`config.mk`:
```
export PLATFORM = sky130hd
export DESIGN_NAME = bcd_chain_timer
export DESIGN_NICKNAME = d
export VERILOG_FILES = /design/src/rtl/bcd_chain_timer.sv
export SDC_FILE = /design/constraint.sdc
export NUM_CORES = 1
export LEC_CHECK = 0
export ABC_AREA = 1
export ABC_CLOCK_PERIOD_IN_PS = 2220
export BUFFER_PORTS_ARGS = -buffer_cell sky130_fd_sc_hd__buf_2
export CORE_AREA = 2 2 65 67
export DETAILED_ROUTE_END_ITERATION = 7
export DIE_AREA = 0 0 67 69
export PLACE_DENSITY = 0.77
export SLEW_MARGIN = 20
export SYNTH_ARGS = -nofsm -noshare
export SYNTH_HDL_FRONTEND = slang
export SYNTH_SLANG_ARGS = --single-unit
```
`constraint.sdc`:
```
create_clock -name clk -period 2.22 [get_ports clk]
set_input_delay 0.333 -clock clk [delete_from_list [all_inputs] [get_ports clk]]
set_output_delay 0.333 -clock clk [all_outputs]
set_load 0.01 [all_outputs]
```
`src/rtl/bcd_chain_timer.sv`:
```
// bcd_chain_timer: chain of per-digit counters with ripple borrow/carry.
// Each digit counts 0..its own max, so mixed-radix displays (e.g. MM:SS)
// are supported. Advances once per rising edge of step, with direction
// select, clamped parallel load, and saturate-or-wrap at the terminal count.
module bcd_chain_timer #(
  parameter int NUM_DIGITS = 4,
  parameter int DIGIT_W    = 4,
  parameter logic [NUM_DIGITS*DIGIT_W-1:0] MAX_DIGITS = 16'h5959
) (
  input  logic                          clk,
  input  logic                          reset,
  input  logic                          enable,
  input  logic                          step,
  input  logic                          up,
  input  logic                          wrap_en,
  input  logic                          load,
  input  logic [NUM_DIGITS*DIGIT_W-1:0] load_value,
  output logic [NUM_DIGITS*DIGIT_W-1:0] count_out,
  output logic                          done,
  output logic                          expired,
  output logic                          carry_out
);

  localparam int TOTAL_W = NUM_DIGITS * DIGIT_W;

  logic [TOTAL_W-1:0]  r_count;
  logic                r_step_q;
  logic                r_expired;
  logic                r_carry_out;

  logic [TOTAL_W-1:0]  w_next;        // count after one step (ripple result)
  logic [TOTAL_W-1:0]  w_load_clamped;
  logic [TOTAL_W-1:0]  w_terminal;
  logic [NUM_DIGITS:0] w_ripple;      // borrow (down) or carry (up) into each digit
  logic                w_edge;
  logic                w_next_terminal;

  assign w_edge      = step & ~r_step_q;
  assign w_ripple[0] = 1'b1;

  // Terminal value follows the current direction, so done reacts to up at once.
  assign w_terminal      = up ? MAX_DIGITS : '0;
  assign done            = (r_count == w_terminal);
  assign w_next_terminal = (w_next == w_terminal);

  // Per-digit step and load logic. A digit at its end (0 going down, max going
  // up) reloads the opposite end and passes the ripple on; a digit with max 0
  // is always at its end, so it stays 0 and passes the ripple straight through.
  for (genvar i = 0; i < NUM_DIGITS; i++) begin : g_digit
    logic [DIGIT_W-1:0] w_cur;
    logic [DIGIT_W-1:0] w_max;
    logic [DIGIT_W-1:0] w_ld;
    logic               w_at_end;

    assign w_cur    = r_count[i*DIGIT_W +: DIGIT_W];
    assign w_max    = MAX_DIGITS[i*DIGIT_W +: DIGIT_W];
    assign w_ld     = load_value[i*DIGIT_W +: DIGIT_W];
    assign w_at_end = up ? (w_cur >= w_max) : (w_cur == '0);

    assign w_next[i*DIGIT_W +: DIGIT_W] =
        !w_ripple[i] ? w_cur :
        w_at_end     ? (up ? '0 : w_max) :
        up           ? w_cur + DIGIT_W'(1) : w_cur - DIGIT_W'(1);

    assign w_ripple[i+1] = w_ripple[i] & w_at_end;

    assign w_load_clamped[i*DIGIT_W +: DIGIT_W] = (w_ld > w_max) ? w_max : w_ld;
  end

  // Count register, step edge history and one-cycle event pulses.
  // NOTE: sequential state uses non-blocking assignments only, so every
  // register samples pre-edge values regardless of statement order.
  always_ff @(posedge clk) begin
    if (reset) begin
      r_count     <= '0;
      r_step_q    <= 1'b0;
      r_expired   <= 1'b0;
      r_carry_out <= 1'b0;
    end else begin
      r_step_q    <= step;
      r_expired   <= 1'b0;
      r_carry_out <= 1'b0;
      if (load) begin
        r_count <= w_load_clamped;
      end else if (enable && w_edge) begin
        if (done) begin
          // At the terminal the ripple runs the full chain, so w_next is
          // already the opposite terminal.
          if (wrap_en) begin
            r_count     <= w_next;
            r_carry_out <= w_ripple[NUM_DIGITS];
          end
        end else begin
          r_count   <= w_next;
          r_expired <= w_next_terminal;
        end
      end
    end
  end

  assign count_out = r_count;
  assign expired   = r_expired;
  assign carry_out = r_carry_out;

endmodule

```
==> summary.md <==
| Metric | Value |
|---|---|
| Hold Crit Depth | 3 |
| Path depth of the worst reg2reg path | 11 |
| Proportion of synthesized chip area in sequential cells | 0.185 |
| Count of nets left with antenna violations after detail routing | 0 |
| Insertion delay to the later sink of the worst-skew pair | 260 ps |
| Final Net Count | 435 |
| Clk root buf | sky130_fd_sc_hd__clkbuf_8 |
| Final sum of negative setup slack | 0 ps |
| Primary flip-flop cell chosen by synthesis mapping | sky130_fd_sc_hd__dfxtp_1 |
| Cell types occupying the most area after synthesis | sky130_fd_sc_hd__dfxtp_1 (18%), sky130_fd_sc_hd__nand2_1 (18%), sky130_fd_sc_hd__nor2_1 (9.1%) |
| Number of antenna repair diodes | 0 |
| Number of clock sinks | 19 |
| # Post-CTS Setup Buffers | 0 |
| Kind of start point of the critical path | flip-flop |
| Die Wd | 67 microns |
| Number of global-route vias before repair | 2227 |
| Library cell with the highest instance count after synthesis | sky130_fd_sc_hd__nand2_1 |
| Clock tree buffer depth | 2 |
| Net count of the mapped netlist | 382 |
| Final estimated routing congestion in global placement | 0.917 |
| Total detailed-routing wirelength | 6030 microns |
| Worst-Margin Slew | 648 ps |
| CTS tree | built |
| Routed via count divided by cell count | 5.46 |
| Antenna violations before repair | 0 |
| Net load switching power | 481 uW |
| Wire length per cell after detailed routing | 13.4 microns |
| Syn_area_per_cell | 5.93 sq um |
| Data arrival time of the critical path | 1740 ps |
| I/O Buffers | 41 |
| Relative contribution of combinational cells to total power | 0.442 |
| Flip-flop and latch count after synthesis | 19 |
| Required time of the critical path | 1890 ps |
| Distinct cell type count after synthesis | 38 |
| Final core area utilization | 0.625 |
| Synth async-reset ratio | 0 |
| Synth top area share | 0.185 |
| Max IR drop VDD | 0.000525 V |
| Max-Slew Margin vs Limit | 0.568 |
| Clock slew at reported path FFs | 80 ps |
| Share of total power in the clock network | 0.219 |
| CP Capture Type | primary output |
| Post-layout power | 1.16 mW |
| Initial core utilization | 0.526 |
| Core area | 3910 sq um |
| Leakage Power | 1.29 nW |
| Switch share | 0.414 |
| Final Cycle Share | 0.933 |
| GR Util met2 | 0.426 |
| Mapped Cells | 347 |
| Area of the die | 4620 sq um |
| Num rows | 23 |
| Run status | completed |
| Clock buffer count from CTS | 3 |
| Drt first pass iters | 5 |
| CP max FO | 2 |
| Cell taking the most area after synthesis | sky130_fd_sc_hd__dfxtp_1 |
| Number of H-tree branching levels | 1 |
| DRC viols | 0 |
| Number of failing hold endpoints at the final stage | 0 |
| Ratio of cells with drive above 1 in the final layout | 0.223 |
| Worst hold slack | 281 ps |
| Max-cap violations | 0 |
| Post-detailed-placement half-perimeter wirelength | 4780 microns |
| Int Power | 679 uW |
| GRT met1 Usage | 0.407 |
| Flop pwr share | 0.338 |
| Wire length of the first global-routing pass | 10200 microns |
| Setup repair after global routing missed its margin | no |
| Via count | 2451 |
| GRT Max-Usage Layer | met2 |
| Global route total overflow | 0 |
| Slew Limit Fails | 0 |
| Power density of the placed cells | 474 nW/um^2 |
| Area growth from synthesis to layout | 18.8% |
| Overall fraction of global-route tracks in use | 0.277 |
| Post-Route Skew | 3.60 ps |
| Final setup vio count | 0 |
| Final critical delay including setup and external delays | 2070 ps |
| Warnings, synthesis | 0 |
| Drt initial violations | 214 |
| Global routing met3 resource utilization | 0.0228 |
| Largest net degree at the start of global routing | 23 |
| Die outline height | 69 microns |
| Number of top-level pins | 42 |
| Synthesized area | 2060 sq um |
| EDFF count, synth | 0 |
| List of most frequent post-synthesis cells | sky130_fd_sc_hd__nand2_1 (97), sky130_fd_sc_hd__nor2_1 (50), sky130_fd_sc_hd__inv_1 (38), sky130_fd_sc_hd__a21oi_1 (27), sky130_fd_sc_hd__nand3_1 (27) |
| Path type of the worst setup path | flip-flop to primary output |
| F_max | 0.483 GHz |
| Hold/Removal Path Class | primary input to flip-flop |
[final timing paths]
check / start / endpoint / slack [ps]
worst min-delay path: step / r_step_q / 280
worst min register to register: count_out[3] / count_out[3] / 560
worst max register to register: count_out[9] / expired / 210
worst max-delay path: count_out[14] / done / 150
[repair_timing]
action	CTS	global route
endpoints found under the setup margin	0	1
gates resized for setup	0	2
hold buffers	0	0
[cell usage in the layout (no fill, tap or decap), types with 4 or more instances in the layout]
master	synthesis	final
sky130_fd_sc_hd__ha_1	8	8
sky130_fd_sc_hd__buf_4	1	13
sky130_fd_sc_hd__buf_2	0	41
sky130_fd_sc_hd__inv_1	38	38
sky130_fd_sc_hd__nand2_1	97	97
sky130_fd_sc_hd__a21oi_1	27	27
sky130_fd_sc_hd__o21ai_0	17	16
sky130_fd_sc_hd__nand3_1	27	27
sky130_fd_sc_hd__dfxtp_1	19	19
sky130_fd_sc_hd__o21ai_1	3	4
sky130_fd_sc_hd__inv_2	5	5
sky130_fd_sc_hd__nand4_1	4	4
sky130_fd_sc_hd__nand2_4	4	4
sky130_fd_sc_hd__nand2_2	5	5
sky130_fd_sc_hd__fa_1	4	4
sky130_fd_sc_hd__nor2_1	50	50
[layout make-up]
| cell class | instances | area (sq um) |
|---|---|---|
| Timing Repair Buffer | 55 | 323 |
| Clock buffer | 3 | 41.3 |
| Sequential cell | 19 | 380 |
| Clock inverter | 1 | 7.51 |
| Tap cell | 50 | 62.6 |
| Fill cell | 407 | 1470 |
| Multi-Input combinational cell | 278 | 1470 |
| Inverter | 43 | 161 |
[metal layers]
| metal | vias up | wire [microns] |
|---|---|---|
| met5 | - | 0 |
| met2 | 116 | 2720 |
| met3 | 11 | 515 |
| met4 | 0 | 111 |
| li1 | 1225 | - |
| met1 | 1099 | 2690 |
[logic make-up (layout without fill, tap and decap cells)]
| group | count (synthesis) | count (layout) | synth area share |
|---|---|---|---|
| simple gates | 206 | 206 | 0.456 |
| xor+xnor | 3 | 3 | 0.0128 |
| buf+inv | 50 | 102 | 0.104 |
| fa+ha+maj | 12 | 12 | 0.0875 |
| flops | 19 | 19 | 0.185 |
| compound gates | 57 | 57 | 0.155 |
[metrics by stage]
stage	worst slack, ps	area, sq um	cells
6_report	149	2440	449
3_5_place_dp	77.0	2390	445
5_1_grt	21.8	2440	449
3_3_place_gp	79.5	2390	445
2_1_floorplan	315	2060	347
4_1_cts	165	2440	449
[critical path: stages, from the launching register on]
cell                      delay [ps]
sky130_fd_sc_hd__dfxtp_1         350
sky130_fd_sc_hd__ha_1            300
sky130_fd_sc_hd__inv_1            40
sky130_fd_sc_hd__nor2_1          110
sky130_fd_sc_hd__nand3_1          80
sky130_fd_sc_hd__nor2_1          100
sky130_fd_sc_hd__nand3_1          80
sky130_fd_sc_hd__nor2_2          160
sky130_fd_sc_hd__buf_4           130
sky130_fd_sc_hd__buf_2           120
[power groups by stage]
stage / Clock, mW / Sequential [mW] / Combinational (mW)
after detailed placement: 0 / 0.399 / 0.500
final: 0.254 / 0.392 / 0.513
after floorplan: 0 / 0.404 / 0.340
after global placement: 0 / 0.398 / 0.498
after CTS: 0.256 / 0.391 / 0.504
after global routing: 0.268 / 0.395 / 0.579
[state kept, by name, summed over array words and instances (netlist names)]
register / flops
carry_out: 1
expired: 1
r_step_q: 1
count_out: 16
No activity file was read; power rests on OpenSTA's default activity.
